`config.mk`:
```
export PLATFORM = sky130hd
export DESIGN_NAME = if_fetch_buffered
export DESIGN_NICKNAME = d
export VERILOG_FILES = /design/src/rtl/if_fetch_buffered.sv
export SDC_FILE = /design/constraint.sdc
export NUM_CORES = 1
export LEC_CHECK = 0
export BUFFER_PORTS_ARGS = -buffer_cell sky130_fd_sc_hd__buf_2
export CORE_UTILIZATION = 55
export CTS_BUF_LIST = sky130_fd_sc_hd__clkbuf_4 sky130_fd_sc_hd__clkbuf_8 sky130_fd_sc_hd__clkbuf_16
export DETAILED_ROUTE_END_ITERATION = 10
export HOLD_SLACK_MARGIN = 0.08
export PLACE_DENSITY_LB_ADDON = 0.1
export SKIP_LAST_GASP = 1
export SLEW_MARGIN = 20
export SYNTH_ARGS = -nofsm -noshare
export SYNTH_HDL_FRONTEND = slang
export SYNTH_SLANG_ARGS = --single-unit
```
`constraint.sdc`:
```
create_clock -name clk -period 4.6 [get_ports clk]
set_clock_uncertainty 0.1 [all_clocks]
set_input_delay 0 -clock clk [delete_from_list [all_inputs] [get_ports clk]]
set_output_delay 0 -clock clk [all_outputs]
set_load 0.1 [all_outputs]
```
`src/rtl/if_fetch_buffered.sv`:
```
// if_fetch_buffered: PC generation, 1-cycle SRAM fetch and FWFT instruction FIFO with redirect squash
module if_fetch_buffered #(
  parameter int ADDR_W = 32,
  parameter logic [ADDR_W-1:0] RESET_PC = 32'hbfc00000,
  parameter logic [ADDR_W-1:0] EXC_PC = 32'hbfc00380,
  parameter int BUF_DEPTH = 2
) (
  input  logic              clk,
  input  logic              rst,
  input  logic              br_valid,
  input  logic [1:0]        br_mode,
  input  logic [ADDR_W-1:0] br_pc,
  input  logic [ADDR_W-1:0] br_offset,
  output logic              inst_sram_en,
  output logic [ADDR_W-1:0] inst_sram_addr,
  input  logic [31:0]       inst_sram_rdata,
  output logic              id_valid,
  output logic [ADDR_W-1:0] id_pc,
  output logic [31:0]       id_inst,
  input  logic              id_ready
);
  localparam int PW = BUF_DEPTH > 1 ? $clog2(BUF_DEPTH) : 1;
  localparam int CW = $clog2(BUF_DEPTH + 1);
  localparam logic [CW:0] DEPTH = (CW+1)'(BUF_DEPTH);
  logic [ADDR_W-1:0] pc_q, pc_d, inflight_pc_q, inflight_pc_d, target;
  logic inflight_q, inflight_d, redir, pop, push;
  logic [PW-1:0] rd_ptr_q, rd_ptr_d, wr_ptr_q, wr_ptr_d;
  logic [CW-1:0] count_q, count_d;
  logic [ADDR_W-1:0] pc_mem_q [BUF_DEPTH];
  logic [ADDR_W-1:0] pc_mem_d [BUF_DEPTH];
  logic [31:0] inst_mem_q [BUF_DEPTH];
  logic [31:0] inst_mem_d [BUF_DEPTH];

  function automatic logic [PW-1:0] wrap_inc(input logic [PW-1:0] p);
    return p == PW'(BUF_DEPTH - 1) ? '0 : p + PW'(1);
  endfunction

  always_comb begin
    redir = br_valid & (br_mode != 2'b00);
    id_valid = ~rst & (count_q != '0) & ~redir;
    pop = id_valid & id_ready;
    push = inflight_q & ~redir;
    // a pop this cycle frees a slot, so the outstanding read always has room when it lands
    inst_sram_en = ~rst & ~redir & ({1'b0, count_q} + (CW+1)'(inflight_q) < DEPTH + (CW+1)'(pop));
    inst_sram_addr = pc_q;
    id_pc = pc_mem_q[rd_ptr_q];
    id_inst = inst_mem_q[rd_ptr_q];
    target = br_mode == 2'b01 ? br_pc + br_offset : br_mode == 2'b10 ? br_offset : EXC_PC;
    pc_d = redir ? target : inst_sram_en ? pc_q + ADDR_W'(4) : pc_q;
    inflight_d = inst_sram_en;
    inflight_pc_d = inst_sram_en ? pc_q : inflight_pc_q;
    pc_mem_d = pc_mem_q;
    inst_mem_d = inst_mem_q;
    if (push) begin
      pc_mem_d[wr_ptr_q] = inflight_pc_q;
      inst_mem_d[wr_ptr_q] = inst_sram_rdata;
    end
    wr_ptr_d = redir ? '0 : push ? wrap_inc(wr_ptr_q) : wr_ptr_q;
    rd_ptr_d = redir ? '0 : pop ? wrap_inc(rd_ptr_q) : rd_ptr_q;
    count_d = redir ? '0 : count_q + CW'(push) - CW'(pop);
  end

  always_ff @(posedge clk) begin
    if (rst) begin
      pc_q <= RESET_PC;
      inflight_q <= 1'b0;
      inflight_pc_q <= '0;
      rd_ptr_q <= '0;
      wr_ptr_q <= '0;
      count_q <= '0;
    end else begin
      pc_q <= pc_d;
      inflight_q <= inflight_d;
      inflight_pc_q <= inflight_pc_d;
      rd_ptr_q <= rd_ptr_d;
      wr_ptr_q <= wr_ptr_d;
      count_q <= count_d;
    end
  end

  always_ff @(posedge clk) begin
    pc_mem_q <= pc_mem_d;
    inst_mem_q <= inst_mem_d;
  end
endmodule

```
==> results.sh <==
export IMPL_die_area_um2=18200
export IMPL_clock_latency_ns=0.42
export IMPL_crit_type="reg2reg"
export IMPL_placement_rows=48
export IMPL_critPathMaxStageDelay_ns=0.64
export IMPL_clk_pin_slew_ns=0.07
export IMPL_fmax_ghz=0.259
export IMPL_synth_seq_area_share_pct=53.9
export IMPL_ir_drop_v=0.000206
export IMPL_hpwl_mm=16.3
export IMPL_worstMarginPinSlew_ns=1.05
export IMPL_netlist_cell_type_count=74
export IMPL_grt_max_degree=65
export IMPL_worstPathRequired_ns=4.87
export IMPL_max_slew_margin_pct=29.9
export IMPL_clkPwrFrac_pct=30.2
export IMPL_cts_tree="built"
export IMPL_slowest_stage="inv_2"
export IMPL_fin_tns_setup_ns=0
export IMPL_setup_worst_path_start_class="flip-flop"
export IMPL_synthFlopType="edfxtp_1"
export IMPL_cp_cell_sequence="ha_1, ha_1, nor2_1, a22oi_2, inv_2, nand2_1, or3_1, a32o_1, dlygate4sd3_1, o211ai_1, dlygate4sd3_1"
export IMPL_final_area_um2=12200
export IMPL_synth_seq_cells=197
export IMPL_gp_congestion=0.946
export IMPL_post_route_drc_count=0
export IMPL_routed_via_count=7679
export IMPL_synth_edf_count=128
export IMPL_timing_final_crit_share_pct=84.1
export IMPL_rsz0062_at_grt="false"
export IMPL_p_int_mw=3.00
export IMPL_n_antenna_cell=0
export IMPL_syn_inst=877
export IMPL_report_final_slew_viol_count=0
export IMPL_drtIter0Drc=494
export IMPL_wl_per_cell_um=17.4
export IMPL_path_delay_family="buffers and inverters"
export IMPL_hold_class="in2reg"
export IMPL_leakagePower_nw=4.81
export IMPL_portBuffers=199
export IMPL_grt_ovfl_total=0
export IMPL_hold_violations=0
export IMPL_io_pin_count=200
export IMPL_routed_via_density=5.57
export IMPL_cap_violations=0
export IMPL_seqPwrFrac_pct=45.3
export IMPL_die_y_um=135
export IMPL_period_needed_ns=3.87
export IMPL_end_kind="flip-flop"
export IMPL_drive_gt1_share_pct=28.1
export IMPL_core_area_um2=17200
export IMPL_first_global_vias=7558
export IMPL_ant_nets=0
export IMPL_critPathArrivalTime_ns=4.14
export IMPL_grt_pass1_wl_mm=37.9
export IMPL_cts_root_buf="clkbuf_16"
export IMPL_comb_power_share_pct=24.4
export IMPL_syn_avg_cell_area_um2=11.1
export IMPL_place_area_um2=10800
export IMPL_outcome="completed"
export IMPL_area_growth_pct=26.2
export IMPL_die_x_um=135
export IMPL_grt_total_usage_pct=26.7
export IMPL_async_flop_share_pct=0
export IMPL_ys_warn_count=0
export IMPL_synth_area_um2=9700
export IMPL_cts_buffers=17
export IMPL_p_sw_mw=1.50
export IMPL_powerDensity_nw_per_um2=367
export IMPL_cts_buffer_depth=2
export IMPL_p_sw_share_pct=33.3
export IMPL_initial_utilization_pct=56.3
export IMPL_antenna_found_initial=0
export IMPL_syn_nets=1016
export IMPL_nNetsFinal=1279
export IMPL_setup_viol=0
export IMPL_cts_htree_levels=4
export IMPL_clock_sinks=197
export IMPL_crit_buf_inv=3
export IMPL_cp_max_fo=52
export IMPL_routed_wl_mm=23.9
export IMPL_detailedRoute_firstPassIterationCount=5
cell usage after synthesis, types with 2 or more instances:
cell	count	area, um2
or3_1	4	25.0
mux2_2	64	721
a221oi_1	13	114
a21boi_0	2	15.0
nand3_1	19	95.1
a2bb2oi_2	2	30.0
a41oi_1	2	17.5
ha_1	36	450
nor4_1	2	12.5
and4_1	3	26.3
nor2b_1	6	37.5
a2111oi_0	2	17.5
edfxtp_1	128	3840
nand2b_1	5	31.3
nor3_1	17	85.1
a221oi_2	2	30.0
inv_1	23	86.3
o21ai_2	2	17.5
o221ai_1	5	43.8
nand2_1	104	390
buf_1	6	22.5
o22ai_1	3	18.8
xnor2_1	27	236
buf_2	9	45.0
and2_1	5	31.3
o21bai_1	5	37.5
a21o_1	13	97.6
o21ai_1	5	25.0
xor2_1	20	175
nor2_1	37	139
and3_1	10	62.6
o21a_1	2	15.0
o211ai_1	7	52.6
clkbuf_1	30	113
a22oi_1	2	15.0
o21ai_0	42	210
a31oi_1	11	68.8
a211oi_1	4	30.0
dfxtp_1	69	1380
a21oi_1	87	435
mux2i_1	2	20.0
nand4_1	8	50.1
cell type report:
class | instances | area (um2)
Clock buffer | 17 | 425
Clock inverter | 15 | 120
Fill cell | 1316 | 5000
Inverter | 25 | 93.8
Multi-Input combinational cell | 609 | 4200
Sequential cell | 197 | 5230
Tap cell | 225 | 282
Timing Repair Buffer | 290 | 1890
kinds of logic after synthesis:
group / Yosys count / share of synthesized area, %
flops: 197 / 53.9
simple gates: 228 / 10.9
compound gates: 231 / 15.5
buf+inv: 71 / 2.94
mux: 66 / 7.64
fa+ha+maj: 37 / 4.85
xor+xnor: 47 / 4.25
tightest hold or removal path, stage by stage:
cell	delay, ns
buf_2	0.10
a221oi_1	0.11
a2111oi_0	0.34
placed cells by master, fill, tap and decap left out, types with 4 or more instances in the layout:
cell | netlist | layout
a221oi_1 | 13 | 13
o21bai_1 | 5 | 5
xor2_1 | 20 | 20
inv_6 | 0 | 4
nor3_1 | 17 | 17
clkbuf_16 | 0 | 17
mux2_2 | 64 | 64
a21oi_1 | 87 | 87
o221ai_1 | 5 | 5
a21o_1 | 13 | 13
nand2_1 | 104 | 104
and3_1 | 10 | 9
o21ai_1 | 5 | 4
nor2_1 | 37 | 37
and2_1 | 5 | 5
edfxtp_1 | 128 | 128
nand4_1 | 8 | 8
a31oi_1 | 11 | 11
buf_2 | 9 | 199
inv_1 | 23 | 23
dfxtp_1 | 69 | 68
o211ai_1 | 7 | 7
nand2b_1 | 5 | 5
a211oi_1 | 4 | 4
ha_1 | 36 | 36
nor2b_1 | 6 | 5
or3_1 | 4 | 4
nand3_1 | 19 | 19
buf_4 | 0 | 6
xnor2_1 | 27 | 27
o21ai_0 | 42 | 42
dlygate4sd3_1 | 0 | 85
what timing repair did:
action | 4_1_cts | 5_1_grt
hold buffers | 85 | 0
endpoints found under the hold margin | 96 | 0
resized for setup | 0 | 0
setup buffers | 0 | 0
routing by layer:
metal | vias to the layer above | track usage, % | part of all wire, %
met2 | 242 | 44.9 | 48
met4 | 0 | 8.80 | 2.1
met5 | - | 0 | 0
met1 | 3611 | 35.1 | 45
met3 | 39 | 4.43 | 5.4
li1 | 3787 | - | -
sequential cells by signal, indices dropped and copies added, names as in the netlist:
signal	flops
wr_ptr_q	1
rd_ptr_q	1
pc_mem_q	64
inst_sram_addr	32
count_q	2
inflight_q	1
inflight_pc_q	32
inst_mem_q	64
power by group through the flow:
stage | Sequential [mW] | Combinational (mW) | Clock (mW)
floorplan | 2.23 | 0.643 | 0
global placement | 2.07 | 1.02 | 0
detailed placement | 2.08 | 1.02 | 0
CTS | 2.04 | 1.09 | 1.39
global route | 2.05 | 1.17 | 1.45
finish | 2.04 | 1.10 | 1.36
path summary, 6_finish.rpt:
| check | slack (ns) | startpoint | end | cells after the start |
|---|---|---|---|---|
| worst max-delay path | 0.73 | inflight_q | inst_sram_addr[24] | 11 |
| worst min-delay path | 0.11 | br_offset[15] | inst_sram_addr[15] | 3 |
| worst max register to register | 0.73 | inflight_q | inst_sram_addr[24] | 11 |
| worst min register to register | 0.35 | inflight_pc_q[18] | pc_mem_q[50] | 0 |
metrics by stage:
stage / setup WS (ns) / power (mW) / utilization, % / hold WS [ns] / instances
6_report: 0.732 / 4.49 / 71.0 / 0.109 / 1378
5_1_grt: 0.563 / 4.66 / 71.0 / 0.169 / 1378
4_1_cts: 0.774 / 4.51 / 71.0 / 0.0836 / 1378
3_5_place_dp: 1.67 / 3.10 / 62.9 / 0.0913 / 1261
3_3_place_gp: 1.72 / 3.09 / 62.9 / 0.0870 / 1261
2_1_floorplan: 0.389 / 2.87 / - / -0.00113 / 877
(Power assumes the default switching activity.)
